==> config.mk <==
export PLATFORM = sky130hd
export DESIGN_NAME = imem_loader
export DESIGN_NICKNAME = d
export VERILOG_FILES = /design/src/rtl/imem_loader_pkg.sv /design/src/rtl/imem_loader_word_packer.sv /design/src/rtl/imem_loader.sv
export SDC_FILE = /design/constraint.sdc
export NUM_CORES = 1
export LEC_CHECK = 0
export ABC_AREA = 1
export CELL_PAD_IN_SITES_DETAIL_PLACEMENT = 0
export CELL_PAD_IN_SITES_GLOBAL_PLACEMENT = 1
export CORE_ASPECT_RATIO = 1.25
export CORE_MARGIN = 2
export CORE_UTILIZATION = 42
export DETAILED_ROUTE_END_ITERATION = 7
export PLACE_DENSITY = 0.89
export SETUP_SLACK_MARGIN = 0.02
export SLEW_MARGIN = 20
export SYNTH_ARGS = -nofsm -noshare
export SYNTH_HDL_FRONTEND = slang
export SYNTH_SLANG_ARGS = --single-unit
export TNS_END_PERCENT = 1
==> constraint.sdc <==
create_clock -name clk -period 3.3 [get_ports clk]
set_clock_uncertainty 0.05 [all_clocks]
set_input_delay 0.495 -clock clk [delete_from_list [all_inputs] [get_ports clk]]
set_output_delay 0.495 -clock clk [all_outputs]
set_load 0.02 [all_outputs]
==> src/rtl/imem_loader_pkg.sv <==
// Shared types and constants for the instruction-memory loader.
package imem_loader_pkg;

  localparam int BYTES_PER_WORD = 4;
  localparam int MAX_WORDS      = 64;

  typedef enum logic [1:0] {
    IDLE    = 2'd0,
    COLLECT = 2'd1,
    WRITE   = 2'd2,
    DONE    = 2'd3
  } state_t;

endpackage

==> src/rtl/imem_loader_word_packer.sv <==
// Byte-to-word packer: places serial bytes little-endian into a word and
// tracks which byte lane is next.
module word_packer
  import imem_loader_pkg::*;
#(
  parameter int N = 32
) (
  input  logic         clk,
  input  logic         reset,
  input  logic         clr,
  input  logic         xfer,
  input  logic [7:0]   byte_in,
  output logic         last,
  output logic [N-1:0] word_nxt
);

  localparam int BCW = $clog2(BYTES_PER_WORD);

  logic [BCW-1:0]                      byte_cnt;
  logic [BYTES_PER_WORD-1:0][7:0]      lanes;
  logic [BYTES_PER_WORD-1:0][7:0]      lanes_nxt;

  // each lane captures the incoming byte only when it is the addressed lane
  for (genvar g = 0; g < BYTES_PER_WORD; g++) begin : g_lane
    assign lanes_nxt[g] = (xfer && byte_cnt == BCW'(g)) ? byte_in : lanes[g];
  end

  assign last     = (byte_cnt == BCW'(BYTES_PER_WORD - 1));
  // word including the byte arriving this cycle, so the top can latch it on
  // the completing transfer without an extra stage
  assign word_nxt = N'(lanes_nxt);

  // lane storage and byte counter; clr (start/abort) wins over a transfer
  always_ff @(posedge clk or negedge reset) begin
    if (!reset) begin
      lanes    <= '0;
      byte_cnt <= '0;
    end else if (clr) begin
      lanes    <= '0;
      byte_cnt <= '0;
    end else if (xfer) begin
      lanes    <= lanes_nxt;
      byte_cnt <= last ? '0 : byte_cnt + 1'b1;
    end
  end

endmodule

==> src/rtl/imem_loader.sv <==
// Serial program loader: collects bytes into words and writes them into
// instruction memory, keeping the CPU held off (busy) while loading.
module imem_loader
  import imem_loader_pkg::*;
#(
  parameter int N  = 32,
  parameter int AW = 6
) (
  input  logic          clk,
  input  logic          reset,
  input  logic          start,
  input  logic [AW:0]   num_words,
  input  logic          abort,
  input  logic [7:0]    byte_in,
  input  logic          byte_valid,
  output logic          byte_ready,
  output logic          we,
  output logic [AW-1:0] waddr,
  output logic [N-1:0]  wdata,
  output logic          busy,
  output logic          done,
  output logic [N-1:0]  checksum
);

  state_t          state;
  logic [AW:0]     nw_q;
  logic [AW-1:0]   word_cnt;
  logic            nw_ok;
  logic            start_ok;
  logic            abort_act;
  logic            xfer;
  logic            byte_last;
  logic            word_last;
  logic [N-1:0]    word_nxt;

  assign nw_ok     = (num_words != '0) && (num_words <= (AW+1)'(MAX_WORDS));
  assign start_ok  = start && (state == IDLE || state == DONE);
  assign abort_act = abort && (state == COLLECT || state == WRITE);
  assign xfer      = byte_ready && byte_valid && !abort;
  assign word_last = ({1'b0, word_cnt} == nw_q - 1'b1);

  assign byte_ready = (state == COLLECT);
  assign busy       = (state == COLLECT) || (state == WRITE);
  assign done       = (state == DONE);
  // abort in the WRITE cycle must suppress the write in that same cycle
  assign we         = (state == WRITE) && !abort;

  word_packer #(.N(N)) u_packer (
    .clk      (clk),
    .reset    (reset),
    .clr      (start_ok || abort_act),
    .xfer     (xfer),
    .byte_in  (byte_in),
    .last     (byte_last),
    .word_nxt (word_nxt)
  );

  // session FSM, word counter, write port registers and running checksum
  always_ff @(posedge clk or negedge reset) begin
    if (!reset) begin
      state    <= IDLE;
      nw_q     <= '0;
      word_cnt <= '0;
      waddr    <= '0;
      wdata    <= '0;
      checksum <= '0;
    end else begin
      case (state)
        IDLE, DONE: begin
          if (start) begin
            nw_q     <= num_words;
            word_cnt <= '0;
            checksum <= '0;
            state    <= nw_ok ? COLLECT : DONE;
          end
        end
        COLLECT: begin
          if (abort) begin
            state <= IDLE;
          end else if (xfer && byte_last) begin
            waddr <= word_cnt;
            wdata <= word_nxt;
            state <= WRITE;
          end
        end
        WRITE: begin
          if (abort) begin
            state <= IDLE;
          end else begin
            checksum <= checksum ^ wdata;
            if (word_last) begin
              state <= DONE;
            end else begin
              word_cnt <= word_cnt + 1'b1;
              state    <= COLLECT;
            end
          end
        end
        default: state <= IDLE;
      endcase
    end
  end

endmodule

Yosys cells after proc, flatten, opt, wreduce, memory -nomap -nowiden:

Cells that the tools add are included.

* input port bits: 20
* logic and storage cells: 76
* register bits: 119
* output and inout port bits: 74

* reduce and logical (&&, ||, !) cells: 25
* bitwise logic cells: 2
* add/sub/neg operators: 3
* magnitude comparators: 1
* multiplexer cells: 23
* eq/ne operators: 11

Operators by type and width (count)
* $mux 32: 4
* $pmux 32 s2: 1
* $mux 8: 4
* $xor 32x32->32: 1
* $mux 2: 9
* $mux 6: 3
* $pmux 6 s2: 1
* $logic_and 1x1->1: 10
* $eq 2x2->1 const B: 4
* $eq 6x7->1: 1
* $le 7x7->1 const B: 1
* $reduce_bool 7->1: 1
* $sub 7x1->7 const B: 1
* $add 6x1->6 const B: 1
* $ne 2x2->1 const B: 3
* $pmux 2 s3: 1
* $reduce_and 3->1: 2
* $eq 2x1->1 const B: 2
* $logic_not 2->1: 2
* $reduce_and 2->1: 2
* $reduce_and 4->1: 1
* $reduce_bool 2->1: 2
* $logic_or 1x1->1: 3
* $ne 3x2->1 const B: 1
* 4 further kinds: 4

Longest topological paths before layout:

* depth after elaboration: 7
* depth in mapped cells: 13
* gate-level depth less buffers: 13

Hierarchy:

From an unflattened synthesis, not the netlist that was laid out.

* cell total of the unflattened synthesis: 710
* area total of the unflattened synthesis: 5945.7 um^2

By module, submodules not included
* imem_loader: area each 4127.7 um^2, times used 1, cells an instance 446, seq. area each 2127.0 um^2
* word_packer: area each 1818.0 um^2, times used 1, cells an instance 264, seq. area each 850.8 um^2

Least setup slack after synthesis:

Ideal clock, no wire load.

* path kind: flip-flop to flip-flop
* start: register state[0]
* end: register checksum[17]
* stages on the path, launching flop included: 11
* setup slack: 1.483 ns
* data arrival time: 1.702 ns
* period minus slack after synthesis: 1.817 ns
* setup time: 0.064 ns
* cell sequence: dfrtp_1 -> inv_1 -> ha_1 -> inv_2 -> o22ai_1 -> a21oi_2 -> buf_4 -> buf_6 -> nand2_1 -> a21oi_1 -> o21a_1

* word-level cells in the longest chain between the ends: 4
* elaborated cells on any way between the ends: 9
* those cells by class: eq/ne (4); mux (1); reduce/logical (4)

RTL lines
* start: declaration: line imem_loader.sv:25 `state_t state;`
* start signal: assignment: line imem_loader.sv:74 `state <= nw_ok ? COLLECT : DONE;`
* $eq 2x2->1 or $logic_not 2->1 (tied branches): line imem_loader.sv:68 `case (state)`
* $reduce_or 2->1: line imem_loader.sv:68
* $ne 2x2->1 (no line) or $reduce_bool 2->1 (tied branches)
* $reduce_and 3->1 (no line)
* end signal: assignment: line imem_loader.sv:90 `checksum <= checksum ^ wdata;`
* end: declaration: line imem_loader.sv:22 `output logic [N-1:0] checksum`

Several ways; a longest one is shown, not always the timed one.
A chain may end at the register's enable or synchronous reset.

Worst setup path in the final report:

* start: register state[0]
* end: output we

* word-level cells in the longest chain between the ends: 2

RTL lines
* $eq 2x2->1: line imem_loader.sv:46 `assign we = (state == WRITE) && !abort;`
* $logic_and 1x1->1: line imem_loader.sv:46
* end: declaration: line imem_loader.sv:17 `output logic we,`

No other way between the ends.

==> flow_metrics.py <==
metrics = {
    "status": {
        "outcome": "completed",
    },
    "clocking": {
        "cts_tree": "done",
        "clk_latency_ps": 350,
        "cts_resized": 0,
        "cts_buffer_depth": 2,
        "htreeDepth": 3,
        "cts_setup_buffers": 0,
        "ctsHoldBuffers": 0,
        "cts_buffers": 9,
        "path_clk_slew_ps": 70,
        "cts.sinks": 111,
        "clockRootBuffer": "clkbuf_16",
    },
    "power_and_ir_drop": {
        "p_clk_frac": 0.271,
        "total_leakage_power_uw": 0.00307,
        "pwr-share-seq": 0.404,
        "peakVddDrop_uv": 445,
        "power_switching_share": 0.364,
        "power.switching_uw": 1410,
        "p_comb_frac": 0.325,
        "powerDensity_nw_per_um2": 608,
        "power.internal_uw": 2470,
    },
    "floorplan": {
        "die-area_sq_um": 12800,
        "die_w_microns": 102,
        "die_y_microns": 126,
        "core-area_sq_um": 11600,
        "ioPinCount": 94,
        "rows": 44,
        "start_util": 0.431,
    },
    "worst_setup_path": {
        "path_cells": "inv_1 > ha_1 > inv_2 > nor2_1 > clkdlybuf4s50_1",
        "crit_family": "buffers and inverters",
        "crit_fanout": 6,
        "r2r-start": "state[0]",
        "worst_path_largest_cell_delay_ps": 650,
        "r2r_end": "checksum[25]",
        "reg2reg_setup_slack_ps": 860,
        "start_kind": "register",
        "cp_slowest_cell": "clkdlybuf4s50_1",
        "cp.required_ps": 2750,
        "worst-setup-path-type": "register to output pin",
        "cp_num_buf_inv": 3,
        "end_kind": "output pin",
        "arrival_ps": 2160,
        "r2r_cells": 9,
    },
    "finish": {
        "num-nets-final": 676,
        "diodes": 0,
        "stdcell_count": 812,
        "final_util": 0.550,
        "area_delta_synth_final_pct": 27.7,
        "drive_gt1_frac": 0.0507,
    },
    "yosys": {
        "syn-num-nets": 586,
        "synth_compound_area_frac": 0.124,
        "synth_common_cells": "nand2_1, dfrtp_1, inv_1",
        "synth_top_family_by_area": "simple AND/OR/NAND/NOR gates",
        "synth-edff-count": 0,
        "synth.avg_cell_area_sq_um": 8.98,
        "ys_warn_count": 0,
        "synth_simple_gate_area_frac": 0.177,
        "yosys-top-cells-area": "dfrtp_1, nand2_1, mux2i_1, o21a_1, inv_1",
        "post_synth_xor_area_fraction": 0.00875,
        "synth_top_area_share": 0.555,
        "synthFlopType": "dfrtp_1",
        "synthAdderAreaFrac": 0.0225,
        "yosys_register_bits": 111,
        "yosysMostFrequentCell": "nand2_1",
        "synth_area_sq_um": 5000,
        "synthCells": 557,
        "muxShareOfSynthArea": 0.0503,
        "async_flop_share": 1.00,
        "ys_types": 28,
        "seq_area_frac_synth": 0.555,
        "yosys.area.top_type": "dfrtp_1",
    },
    "timing": {
        "slew_headroom": 0.431,
        "rsz0062_at_grt": "false",
        "fin_crit_sh": 0.821,
        "worstMarginPinSlew_ps": 854,
        "timing.hold.ws_ps": 205,
        "finalHoldViolCount": 0,
        "fmax_mhz": 369,
        "final.setup.tns_ps": 0,
        "setup_viol": 0,
        "post-route-min-period_ps": 2710,
        "slew_violations": 0,
    },
    "detailed_routing": {
        "drt_pre_antenna_iters": 4,
        "routedWlPerCell_microns": 13.7,
        "via_count": 3959,
        "postRouteWirelength_microns": 11100,
        "ant_nets": 0,
        "via_per_inst": 4.88,
        "drc": 0,
        "drt_iter0_drc": 128,
    },
    "global_route": {
        "grt_first_pass_wirelength_microns": 18600,
        "first_global_vias": 3937,
        "antenna_found_initial": 0,
        "overflow": 0,
        "grt_use_total": 0.186,
        "grt_start_max_net_pins": 69,
    },
    "placed_design": {
        "portBuffers": 93,
        "gp_congestion": 0.785,
        "dp_cells": 797,
        "dp_hpwl_microns": 7890,
    },
    "hold_path": {
        "hold_class": "input port to asynchronous set/reset pin",
    },
    "run": {
        "drv_cap": 0,
    },
}
power groups by stage:
| stage | clock [uW] | sequential [uW] | combinational (uW) |
|---|---|---|---|
| floorplan | 0 | 1600 | 871 |
| detailed placement | 0 | 1600 | 1270 |
| global route | 1140 | 1590 | 1420 |
| CTS | 1080 | 1570 | 1280 |
| global placement | 0 | 1590 | 1240 |
| finish | 1050 | 1570 | 1260 |
cells in the final DEF, fill, tap and decap left out, types with 9 or more instances in the layout:
master,synthesis,final
a21oi_1,37,37
clkbuf_16,0,9
clkdlybuf4s50_1,0,92
dfrtp_1,111,111
ha_1,9,9
inv_1,55,55
mux2i_1,24,24
nand2_1,147,146
nand3_1,12,12
nor2_1,50,49
o21a_1,31,31
o21ai_0,36,36
cell families (layout without fill, tap and decap cells):
kind of cell / after synthesis / after routing
and+or+nand+nor: 222 / 222
DFF: 111 / 111
AOI/OAI and AO/OA: 107 / 107
buffers and inverters: 78 / 172
muxes: 25 / 25
adders and majority gates: 9 / 9
xor gates and xnor gates: 5 / 5
metal layers:
layer | routed length, microns | vias up | GRT usage
met5 | 0 | - | 0
met4 | 240 | 0 | 0.0930
met3 | 324 | 16 | 0.0266
met2 | 5830 | 76 | 0.321
met1 | 4720 | 1903 | 0.224
li1 | - | 1964 | -
worst max path at each step:
stage / slack [ps] / from / endpoint / depth (start not counted)
6_report: 590 / state[0] / we / 5
5_1_grt: 490 / state[0] / we / 5
4_1_cts: 580 / state[0] / we / 5
3_5_place_dp: 720 / abort / checksum[26] / 8
3_3_place_gp: 830 / abort / checksum[16] / 8
2_1_floorplan: 1480 / state[0] / checksum[17] / 10
stage by stage:
stage	power [uW]	area, sq um	worst slack [ps]
3_3_place_gp	2830	6110	826
3_5_place_dp	2860	6110	724
4_1_cts	3920	6390	582
2_1_floorplan	2470	5000	1480
6_report	3890	6390	591
5_1_grt	4150	6390	491
area by class of cell:
class                           instances  area (sq um)
Clock inverter                          4          47.5
Multi-Input combinational cell        368          1930
Timing Repair Buffer                   98           978
Fill cell                            1038          5230
Clock buffer                           11           233
Tap cell                              161           201
Inverter                               59           221
Sequential cell                       111          2780
state kept, by name, indices dropped and copies added, names as in the netlist:
signal	count
state	2
waddr	6
u_packer.byte_cnt	2
checksum	32
nw_q	7
u_packer.lanes	24
word_cnt	6
wdata	32
Note: power is estimated with default switching activity, not from simulation.
